### config.mk
export PLATFORM = sky130hd
export DESIGN_NAME = muladd_pipe
export DESIGN_NICKNAME = d
export VERILOG_FILES = /design/src/rtl/muladd_pipe.sv
export SDC_FILE = /design/constraint.sdc
export NUM_CORES = 1
export LEC_CHECK = 0
export ABC_AREA = 0
export ABC_CLOCK_PERIOD_IN_PS = 2900
export BUFFER_PORTS_ARGS = -buffer_cell sky130_fd_sc_hd__buf_4
export CAP_MARGIN = 10
export CORE_AREA = 8 8 202 108
export CTS_CLUSTER_DIAMETER = 150
export DETAILED_ROUTE_END_ITERATION = 7
export DIE_AREA = 0 0 210 116
export PLACE_DENSITY = 0.46
export SLEW_MARGIN = 25
export SYNTH_ARGS = -nofsm -noshare
export SYNTH_HDL_FRONTEND = slang
export SYNTH_SLANG_ARGS = --single-unit
### constraint.sdc
create_clock -name UserCLK -period 2.9 [get_ports UserCLK]
set_clock_uncertainty 0.1 [all_clocks]
set_input_delay 0.435 -clock UserCLK [delete_from_list [all_inputs] [get_ports UserCLK]]
set_output_delay 0.435 -clock UserCLK [all_outputs]
set_load 0.02 [all_outputs]
### src/rtl/muladd_pipe.sv
// Pipelined multiply-add/accumulate: q = a*b + {0 | q | c}, with optional input
// register, signed/unsigned operands and wrap or saturate on overflow.
module muladd_pipe #(
    parameter int A_WIDTH   = 8,
    parameter int B_WIDTH   = 8,
    parameter int ACC_WIDTH = 20,
    parameter int IN_REG    = 0,
    parameter int SIGNED    = 0,
    parameter int SATURATE  = 0
) (
    input  logic                 UserCLK,
    input  logic                 RESETn,
    input  logic                 ce,
    input  logic                 in_valid,
    input  logic [A_WIDTH-1:0]   a,
    input  logic [B_WIDTH-1:0]   b,
    input  logic [ACC_WIDTH-1:0] c,
    input  logic                 acc_en,
    input  logic                 clr,
    output logic                 out_valid,
    output logic [ACC_WIDTH-1:0] q,
    output logic                 ovf
);

    localparam int P_WIDTH = A_WIDTH + B_WIDTH;
    localparam int S_WIDTH = ACC_WIDTH + 1;

    generate
        if (ACC_WIDTH < P_WIDTH) begin : g_bad_width
            $error("muladd_pipe: ACC_WIDTH must be >= A_WIDTH + B_WIDTH");
        end
    endgenerate

    logic [A_WIDTH-1:0]   w_a;
    logic [B_WIDTH-1:0]   w_b;
    logic [ACC_WIDTH-1:0] w_c;
    logic                 w_clr;
    logic                 w_acc_en;
    logic                 w_vld;

    generate
        if (IN_REG != 0) begin : g_in_reg
            logic [A_WIDTH-1:0]   r_a;
            logic [B_WIDTH-1:0]   r_b;
            logic [ACC_WIDTH-1:0] r_c;
            logic                 r_clr;
            logic                 r_acc_en;
            logic                 r_vld;

            always_ff @(posedge UserCLK or negedge RESETn) begin
                if (!RESETn) begin
                    r_a      <= '0;
                    r_b      <= '0;
                    r_c      <= '0;
                    r_clr    <= 1'b0;
                    r_acc_en <= 1'b0;
                    r_vld    <= 1'b0;
                end else if (ce) begin
                    r_a      <= a;
                    r_b      <= b;
                    r_c      <= c;
                    r_clr    <= clr;
                    r_acc_en <= acc_en;
                    r_vld    <= in_valid;
                end
            end

            assign w_a      = r_a;
            assign w_b      = r_b;
            assign w_c      = r_c;
            assign w_clr    = r_clr;
            assign w_acc_en = r_acc_en;
            assign w_vld    = r_vld;
        end else begin : g_in_comb
            assign w_a      = a;
            assign w_b      = b;
            assign w_c      = c;
            assign w_clr    = clr;
            assign w_acc_en = acc_en;
            assign w_vld    = in_valid;
        end
    endgenerate

    // Extending both operands to the full product width makes the low P_WIDTH
    // bits of an unsigned multiply equal to the two's-complement product.
    logic [P_WIDTH-1:0] w_a_ext;
    logic [P_WIDTH-1:0] w_b_ext;
    logic [P_WIDTH-1:0] w_prod;

    assign w_a_ext = (SIGNED != 0) ? {{B_WIDTH{w_a[A_WIDTH-1]}}, w_a} : {{B_WIDTH{1'b0}}, w_a};
    assign w_b_ext = (SIGNED != 0) ? {{A_WIDTH{w_b[B_WIDTH-1]}}, w_b} : {{A_WIDTH{1'b0}}, w_b};
    assign w_prod  = w_a_ext * w_b_ext;

    logic [P_WIDTH-1:0]   r_p;
    logic [ACC_WIDTH-1:0] r_c_m;
    logic                 r_clr_m;
    logic                 r_acc_en_m;
    logic                 r_vld_m;

    always_ff @(posedge UserCLK or negedge RESETn) begin
        if (!RESETn) begin
            r_p        <= '0;
            r_c_m      <= '0;
            r_clr_m    <= 1'b0;
            r_acc_en_m <= 1'b0;
            r_vld_m    <= 1'b0;
        end else if (ce) begin
            r_p        <= w_prod;
            r_c_m      <= w_c;
            r_clr_m    <= w_clr;
            r_acc_en_m <= w_acc_en;
            r_vld_m    <= w_vld;
        end
    end

    logic [ACC_WIDTH-1:0] r_q;
    logic                 r_ovf;
    logic                 r_out_valid;

    logic [S_WIDTH-1:0]   w_p_ext;
    logic [S_WIDTH-1:0]   w_base;
    logic [S_WIDTH-1:0]   w_sum;
    logic                 w_over;
    logic [ACC_WIDTH-1:0] w_sat_val;
    logic [ACC_WIDTH-1:0] w_result;

    assign w_p_ext = (SIGNED != 0) ? {{(S_WIDTH-P_WIDTH){r_p[P_WIDTH-1]}}, r_p}
                                   : {{(S_WIDTH-P_WIDTH){1'b0}}, r_p};

    always_comb begin
        w_base = '0;
        if (r_clr_m) begin
            w_base = '0;
        end else if (r_acc_en_m) begin
            w_base = {((SIGNED != 0) && r_q[ACC_WIDTH-1]), r_q};
        end else begin
            w_base = {((SIGNED != 0) && r_c_m[ACC_WIDTH-1]), r_c_m};
        end
    end

    assign w_sum = w_p_ext + w_base;

    // Signed: the extra top bit disagreeing with the result sign means overflow.
    assign w_over    = (SIGNED != 0) ? (w_sum[S_WIDTH-1] ^ w_sum[S_WIDTH-2]) : w_sum[S_WIDTH-1];
    assign w_sat_val = (SIGNED == 0)      ? {ACC_WIDTH{1'b1}} :
                       w_sum[S_WIDTH-1]   ? {1'b1, {(ACC_WIDTH-1){1'b0}}} :
                                            {1'b0, {(ACC_WIDTH-1){1'b1}}};
    assign w_result  = (w_over && (SATURATE != 0)) ? w_sat_val : w_sum[ACC_WIDTH-1:0];

    always_ff @(posedge UserCLK or negedge RESETn) begin
        if (!RESETn) begin
            r_q         <= '0;
            r_ovf       <= 1'b0;
            r_out_valid <= 1'b0;
        end else if (ce) begin
            r_out_valid <= r_vld_m;
            if (r_vld_m) begin
                r_q   <= w_result;
                r_ovf <= r_clr_m ? w_over : (r_ovf | w_over);
            end else if (r_clr_m) begin
                r_q   <= '0;
                r_ovf <= 1'b0;
            end
        end
    end

    assign q         = r_q;
    assign ovf       = r_ovf;
    assign out_valid = r_out_valid;

endmodule

==> results of run 1 <==
==> kinds of logic (layout without fill, tap and decap cells) <==
| kind of cell | count (synthesis) | count (layout) | share of synthesized area, % |
|---|---|---|---|
| AOI/OAI and AO/OA | 111 | 111 | 13.5 |
| xor gates and xnor gates | 17 | 17 | 2.69 |
| adders and majority gates | 89 | 89 | 25.1 |
| buffers and inverters | 82 | 258 | 5.69 |
| DFF | 61 | 61 | 27.6 |
| muxes | 54 | 54 | 10.5 |
| and+or+nand+nor | 165 | 165 | 14.9 |
==> worst register-to-register path, cell delays in order (launching register included) <==
cell and delay, ps:
dfrtp_2 440, buf_8 170, mux2i_2 240, nor2_1 70, ha_2 380, o211ai_2 140
a21boi_2 190, nand4_1 250, a2111oi_4 470, mux2i_1 220, nand2_1 60
==> registers in the layout, indices dropped and copies added, names as in the netlist <==
signal	flops
q	20
r_c_m	20
r_p	16
out_valid	1
ovf	1
r_acc_en_m	1
r_clr_m	1
r_vld_m	1
==> metrics by stage <==
step                      setup slack [ps]  std cells  utilization (%)  TNS (ps)  hold slack, ps
after floorplan                       -965        579                -     -8050            39.4
after global placement               -1350        984             37.8    -13460             384
after detailed placement             -1390        984             37.8    -13530             386
after CTS                             -949       1014             41.2     -8070             127
after global routing                 -1060       1021             42.6     -9720             161
final                                 -945       1021             42.6     -7980            80.8
==> power by group through the flow <==
stage / logic [W] / registers (W) / clock network, W
finish: 0.00420 / 0.00128 / 0.00102
global route: 0.00466 / 0.00131 / 0.00110
CTS: 0.00407 / 0.00127 / 0.00106
detailed placement: 0.00368 / 0.00128 / 0
global placement: 0.00367 / 0.00128 / 0
floorplan: 0.00219 / 0.00135 / 0
==> placed cells by master, fill, tap and decap left out, types with 4 or more instances in the layout <==
cell type,instances
buf_12,4
nor2_1,34
nor3_1,7
nand2_2,4
and2_1,37
nand2_1,39
buf_6,21
mux2_2,29
fa_1,31
inv_1,53
a21o_1,7
o21ai_1,10
fa_2,6
a21oi_1,18
ha_1,32
and2_4,15
buf_8,5
ha_4,16
o21ai_0,15
nand3_1,6
o21a_1,5
clkbuf_16,9
dfrtp_1,60
buf_4,147
o211ai_1,6
o21ai_2,5
inv_2,12
a21oi_2,6
xor2_1,7
mux2i_1,19
xnor2_1,8
ha_2,4
==> routing by layer <==
layer / part of all wire [%] / up-vias / wire, um
met4: 0.47 / 0 / 73
li1: - / 2321 / -
met3: 3.5 / 9 / 545
met1: 56 / 2350 / 8760
met5: 0 / - / 0
met2: 40 / 60 / 6310
==> worst paths after layout <==
check,startpoint,endpoint,slack [ps],cells past startpoint
setup / recovery,b[4],r_p[14]$_DFFE_PN0P_,-950,16
hold / removal,RESETn,r_c_m[4]$_DFFE_PN0P_,80,1
setup reg to reg,r_acc_en_m$_DFFE_PN0P_,q[15]$_DFFE_PN0P_,60,10
hold reg to reg,ovf$_DFFE_PN0P_,ovf$_DFFE_PN0P_,400,2
max in group asynchronous,RESETn,r_acc_en_m$_DFFE_PN0P_,2010,1
min in group UserCLK,c[6],r_c_m[6]$_DFFE_PN0P_,230,2
==> cell type report <==
type	count	area share (%)
clock buffer	14	3.39
inverter	66	3.06
multi-input combinational	436	52.0
tap	266	4.12
clock inverter	1	0.0619
timing repair buffer	177	18.5
sequential	61	18.9
==> repair_timing <==
item,in CTS,in global routing
buffers inserted,15,10
hold buffers,0,0
pin swaps,35,42
hold endpoints to repair,0,0
gates resized for setup,67,48
endpoints found under the setup margin,19,24
==> impl_metrics.ini, run 1 <==
[cells_and_area]
layout-area-overhead-vs-synth_pct = 46.0
drive_above_1_share_pct = 42.8
nNetsFinal = 882
multi_input_area_mm2 = 0.00420
seqCellArea_mm2 = 0.00153
diodes = 0
nFillCells = 1842
final_area_mm2 = 0.00809

[timing]
clock.fmax_mhz = 260
finalHoldViolCount = 0
rsz0062_at_grt = true
maxSlewViolCount = 0
finalCritPeriodShare_pct = 133
fin_crit_ps = 3850
worst_slew_pin_slew_ps = 826
setup_ws_ps = -945
setup_viol = 11
slew_headroom_pct = 44.9

[setup_path]
required_ps = 3020
cpMostUsedCell = fa_1
cp-start-kind = primary input
crit_fanout = 6
slowest_delay_ps = 490
cpMaxStageDelayCell = fa_1
cp_data_arrival_time_ps = 3960
crit_buf_inv = 5
path_delay_family = adder cells
end_kind = flip-flop
worstSetupPathType = in -> reg
worstPathCellList = buf_6 -> nand2_2 -> fa_1 -> fa_1 -> inv_1 -> fa_1 -> inv_1 -> fa_1 -> inv_2 -> ha_4 -> buf_6 -> o21a_1 -> a21oi_2 -> o21ai_2 -> o31a_1 -> a311o_1

[status]
status = complete, but fails checks
violations = setup timing

[synthesis]
ys_warn_count = 0
postSynthCellCount = 579
avgSynthCellArea_um2 = 9.56
synth-seq-cells = 61
synth.most_common_cell = inv_1
ys_types = 62
ys_seq_area_share_pct = 27.6
syn_nets = 710
yosys-top-cells-area = dfrtp_1 (28%), fa_1 (13%), ha_1 (12%)
synth-edff-count = 0
ys_async_sr_fraction_pct = 100
synth_common_cells = inv_1 (65), dfrtp_1 (61), and2_1 (52), ha_1 (52), nand2_1 (45)
synth_top_area_cell = dfrtp_1
syn_area_mm2 = 0.00554
synth-main-ff-cell = dfrtp_1
netlist.area_leader.share_pct = 27.6

[grt]
busiest_layer = met1
antenna_found_initial = 0
grt_overflow = 0
grtUsageMet3_pct = 3.08
grt_pass1_wl_mm = 26.5
grt_usage_pct = 13.5
grt_max_degree = 62
grt_util_met2_pct = 19.3
grt_pass1_vias = 5047
use_met1_pct = 20.5

[clock_tree]
cts_root_buf = clkbuf_16
clock_sinks = 61
cts_buffer_depth = 2
clk_latency_ps = 340
clkSlewWorstSetupHoldPaths_ps = 50
cts_tree = yes
htree_levels = 3
cts_buffers = 9

[drt]
ant_nets = 0
drt-total-wl_mm = 15.7
routedWlPerCell_um = 15.4
via_count = 4740
via_per_inst = 4.64
drt_iter0_markers = 164
dr.pass1.iters = 4
drc = 0

[pwr]
seq_power_share_pct = 19.6
switching_power_w = 0.00257
p_per_area_mw_per_mm2 = 803
p_total_w = 0.00650
leakage_nw = 3.79
power.share.clock_pct = 15.8
p_int_w = 0.00392
pwr-share-comb_pct = 64.6
switching_share_pct = 39.6
ir_worst_vdd_mv = 0.316

[die]
die_x_um = 210
row_count = 36
die_h_um = 116
io_pins = 64
initial_core_util_pct = 29.2
core_area_mm2 = 0.0190
dieArea_mm2 = 0.0244

[placement]
routabilityCongestion = 0.828
portBuffers = 63
dpl.hpwl_mm = 12.4
place_area_mm2 = 0.00716

[flow_run]
cap_violations = 0

[hold_path]
hp-class = in -> async
Power figures use the tool's default switching activity.
==> inputs of run 2 (changes only) <==
Settings changed: CTS_BUF_LIST set to sky130_fd_sc_hd__clkbuf_8, GPL_TIMING_DRIVEN set to 0.
==> run 2 against run 1 <==
Sequential power is essentially flat. Largest cell class unchanged. Via count shrank 1.3%. The flow still finishes with violations (setup timing). Total power shrank 4.5%. Routed wire length grew 6.0%. Die area is the same. Setup slack gained 48 ps. Sequential share of layout area grew 0.77 points. Combinational power shrank 2%.
==> impl_metrics.ini, run 2 (synthesis results as in run 1) <==
[status]
status = complete, but fails checks
violations = setup timing

[pwr]
switching_power_w = 0.00266
p_int_w = 0.00354
power.share.clock_pct = 12.9
seq_power_share_pct = 20.9
pwr-share-comb_pct = 66.2
p_total_w = 0.00620
ir_worst_vdd_mv = 0.362
switching_share_pct = 43.0
leakage_nw = 3.51
p_per_area_mw_per_mm2 = 798

[cells_and_area]
diodes = 0
nFillCells = 1831
layout-area-overhead-vs-synth_pct = 40.5
most-common-layout-cells = buf_4 (87), dfrtp_1 (59), inv_1 (58)
multi_input_area_mm2 = 0.00444
final_area_mm2 = 0.00778
nNetsFinal = 824
seqCellArea_mm2 = 0.00153
drive_above_1_share_pct = 39.5
utilization_pct = 41.0
final_common_cell = buf_4

[timing]
rsz0062_at_grt = true
clock.fmax_mhz = 263
tns_ps = -8120
finalHoldViolCount = 0
setup_viol = 17
finalCritPeriodShare_pct = 131
maxSlewViolCount = 0
fin_crit_ps = 3800
slew_headroom_pct = 40.1
setup_ws_ps = -897
worst_slew_pin_slew_ps = 899

[setup_path]
cp_data_arrival_time_ps = 3930
reg2reg_from = r_acc_en_m$_DFFE_PN0P_
end_kind = flip-flop
r2r_slack_ps = -220
crit_fanout = 8
cp-start-kind = primary input
worstSetupPathType = in -> reg
required_ps = 3030
reg2reg_to = q[16]$_DFFE_PN0P_
r2r_cells = 11

[drt]
ant_nets = 0
drc = 0
drt_iter0_markers = 201
via_per_inst = 4.86
dr.pass1.iters = 5
routedWlPerCell_um = 17.3
via_count = 4680
drt-total-wl_mm = 16.6

[grt]
grt_pass1_wl_mm = 27.0
grt_max_degree = 62
grt_pass1_vias = 4867
antenna_found_initial = 0
grt_usage_pct = 14.0
grt_overflow = 0

[die]
initial_core_util_pct = 29.2
row_count = 36
io_pins = 64
die_x_um = 210
die_h_um = 116
dieArea_mm2 = 0.0244
core_area_mm2 = 0.0190

[clock_tree]
cts_buffer_depth = 2
htree_levels = 3
clock_sinks = 61
clkSlewWorstSetupHoldPaths_ps = 70
cts_buffers = 9
cts_tree = yes
clk_latency_ps = 350
cts_root_buf = clkbuf_8

[placement]
portBuffers = 62
place_area_mm2 = 0.00655
dpl.hpwl_mm = 12.7
routabilityCongestion = 0.896

[hold_path]
hp-class = in -> async

[flow_run]
cap_violations = 0
==> run 2: changes by cell type in the layout (fill, tap and decap cells not counted), moves of 4 or more <==
cell / change
nor2_1: -4
clkbuf_1: +8
buf_4: -60
buf_6: -11
clkbuf_8: +10
inv_2: -4
inv_1: +5
a21oi_1: -5
o21ai_1: -4
clkbuf_16: -9
buf_12: +5
==> run 2: cell type report <==
class | instances | share of cell area [%]
timing repair buffer | 105 | 12.1
clock inverter | 2 | 0.434
tap | 266 | 4.28
clock buffer | 12 | 2.12
inverter | 66 | 3.19
sequential | 61 | 19.7
multi-input combinational | 436 | 57.1
buffer | 14 | 1.16
==> run 2: critical path, cell delays in order <==
cell	delay, ps
buf_6	120
nand2_1	80
fa_1	470
fa_1	490
inv_1	50
fa_1	470
inv_1	50
fa_1	490
inv_2	50
ha_4	210
o21a_1	190
a21oi_2	190
o21ai_2	110
o31a_1	260
a311o_1	260
==> run 2: how the worst max path moves through the flow <==
stage          start             endpoint  cells past startpoint
2_1_floorplan   a[3]  r_p[14]$_DFFE_PN0P_                     13
3_3_place_gp    a[2]  r_p[11]$_DFFE_PN0P_                     16
3_5_place_dp    a[2]  r_p[15]$_DFFE_PN0P_                     16
4_1_cts         b[6]  r_p[11]$_DFFE_PN0P_                     16
5_1_grt         b[5]  r_p[14]$_DFFE_PN0P_                     14
6_report        a[4]  r_p[14]$_DFFE_PN0P_                     15
==> run 2: power groups by stage <==
| stage | sequential [W] | clock [W] | combinational, W |
|---|---|---|---|
| 4_1_cts | 0.00126 | 0.000811 | 0.00356 |
| 2_1_floorplan | 0.00135 | 0 | 0.00219 |
| 5_1_grt | 0.00132 | 0.000861 | 0.00451 |
| 3_3_place_gp | 0.00127 | 0 | 0.00309 |
| 3_5_place_dp | 0.00128 | 0 | 0.00312 |
| 6_report | 0.00129 | 0.000800 | 0.00411 |
==> run 2: metrics by stage <==
step	std cells	worst slack (ps)	hold slack, ps
finish	962	-897	57.8
global route	962	-993	133
CTS	951	-905	109
detailed placement	907	-1340	384
global placement	907	-1320	385
floorplan	579	-965	39.4
==> run 2: layer usage <==
layer | global-route usage, % | vias to the layer above | share of wire (%)
met4 | 2.01 | 0 | 0.65
met2 | 19.8 | 98 | 41
met1 | 21.6 | 2363 | 54
met5 | 0 | - | 0
met3 | 3.16 | 14 | 4.0
li1 | - | 2205 | -
==> run 2: what timing repair did <==
action | in CTS | in global routing
setup buffers | 31 | 13
setup endpoints to repair | 25 | 24
pin swaps | 41 | 53
gates resized for setup | 67 | 87
hold buffers | 0 | 0
==> inputs of run 3 (changes only) <==
Settings changed: HOLD_SLACK_MARGIN set to 0.12.
==> run 3 against run 2 <==
The flow still finishes with violations (setup timing). First-iteration DRC count grew 19%. Sequential cell count is the same. Sequential share of layout area is essentially flat. Critical endpoint unchanged.
==> impl_metrics.ini, run 3 (synthesis results as in run 1) <==
[grt]
grt_max_degree = 62
grt_pass1_vias = 4868
grt_pass1_wl_mm = 27.0
grt_usage_pct = 14.0
grt_overflow = 0
antenna_found_initial = 0

[placement]
routabilityCongestion = 0.896
dp_cells = 907
portBuffers = 62
pre_cts_slack_ps = -1340
dpl.hpwl_mm = 12.7

[cells_and_area]
final_common_cell = buf_4
nNetsFinal = 825
drive_above_1_share_pct = 39.5
diodes = 0
utilization_pct = 41.1
nFillCells = 1832
most-common-layout-cells = buf_4 (87), dfrtp_1 (59), inv_1 (58)
final_cells = 963
layout-area-overhead-vs-synth_pct = 40.6

[timing]
setup_viol = 16
slew_headroom_pct = 41.7
rsz0062_at_grt = true
worst_slew_pin_slew_ps = 875
setup_ws_ps = -898
whs_ps = 215
maxSlewViolCount = 0
finalHoldViolCount = 0
fin_crit_ps = 3800
finalCritPeriodShare_pct = 131
clock.fmax_mhz = 263

[hold_path]
hp-class = in -> reg

[clock_tree]
clkSlewWorstSetupHoldPaths_ps = 70
htree_levels = 3
cts_root_buf = clkbuf_8
cts_buffers = 9
clock_sinks = 61
clk_latency_ps = 350
cts_buffer_depth = 2
cts_tree = yes

[drt]
via_count = 4668
via_per_inst = 4.85
drt-total-wl_mm = 16.6
highest-signal-layer = met4
drc = 0
wl_met1_mm = 8.96
drt_iter0_markers = 240
met3WireLength_um = 727
routedWlPerCell_um = 17.3
ant_nets = 0
met2_length_mm = 6.82
dr.pass1.iters = 5

[pwr]
leakage_nw = 3.51
p_total_w = 0.00620
ir_worst_vdd_mv = 0.361
p_per_area_mw_per_mm2 = 796

[die]
die_x_um = 210
initial_core_util_pct = 29.2
row_count = 36
dieArea_mm2 = 0.0244
core_area_mm2 = 0.0190
io_pins = 64
die_h_um = 116

[status]
status = complete, but fails checks
violations = setup timing

[setup_path]
cp_data_arrival_time_ps = 3930
worstSetupPathType = in -> reg
end_kind = flip-flop
crit_fanout = 8
cp-start-kind = primary input
required_ps = 3030

[flow_run]
cap_violations = 0
run 3: cell types whose count changed in the layout (fill, tap and decap cells not counted):
cell,delta
dlygate4sd3_1,+1
run 3: area by class of cell:
class / instances / area, um^2 / share of cell area (%)
Clock buffer: 12 / 165 / 2.12
Timing Repair Buffer: 106 / 947 / 12.2
Buffer: 14 / 90.1 / 1.16
Clock inverter: 2 / 33.8 / 0.434
Multi-Input combinational cell: 436 / 4440 / 57.0
Tap cell: 266 / 333 / 4.27
Sequential cell: 61 / 1530 / 19.6
Inverter: 66 / 248 / 3.18
run 3: what timing repair did:
action | in CTS | in global routing
endpoints found under the hold margin | 32 | 0
gates resized for setup | 67 | 87
buffers inserted | 31 | 13
pin swaps | 41 | 53
hold buffers | 1 | 0
cloned | 0 | 0
endpoints found under the setup margin | 25 | 24
run 3: critical path: stages:
cell	delay, ps
buf_6	120
nand2_1	80
fa_1	470
fa_1	490
inv_1	50
fa_1	470
inv_1	50
fa_1	490
inv_2	50
ha_4	210
o21a_1	190
a21oi_2	190
o21ai_2	110
o31a_1	260
a311o_1	260
run 3: worst paths after layout:
| kind | startpoint | to | slack (ps) | cells after the start |
|---|---|---|---|---|
| max | a[4] | r_p[14]$_DFFE_PN0P_ | -900 | 15 |
| min | in_valid | r_vld_m$_DFFE_PN0P_ | 220 | 2 |
| max reg2reg | r_acc_en_m$_DFFE_PN0P_ | q[16]$_DFFE_PN0P_ | -240 | 11 |
| min reg2reg | q[7]$_DFFE_PN0P_ | q[7]$_DFFE_PN0P_ | 400 | 2 |
| max in group asynchronous | RESETn | r_acc_en_m$_DFFE_PN0P_ | 1480 | 2 |
| min in group asynchronous | RESETn | r_c_m[4]$_DFFE_PN0P_ | 600 | 2 |
run 3: report_power, final:
part | total, W | switching [W] | internal, W
clock | 0.000799 | 0.000344 | 0.000455
combinational | 0.00411 | 0.00211 | 0.00200
sequential | 0.00129 | 0.000210 | 0.00108
total | 0.00620 | 0.00266 | 0.00354
run 3: per-layer routing:
layer | global-route usage (%) | vias up
met5 | 0 | -
met4 | 2.01 | 0
met3 | 3.16 | 12
met2 | 19.8 | 85
met1 | 21.6 | 2362
li1 | - | 2209
run 3: stage by stage:
stage                     area, um^2  setup TNS [ps]
after floorplan                 5750           -8050
after global placement          6550          -16620
after detailed placement        6550          -16880
after CTS                       7300           -7720
after global routing            7790           -9890
final                           7790           -8210
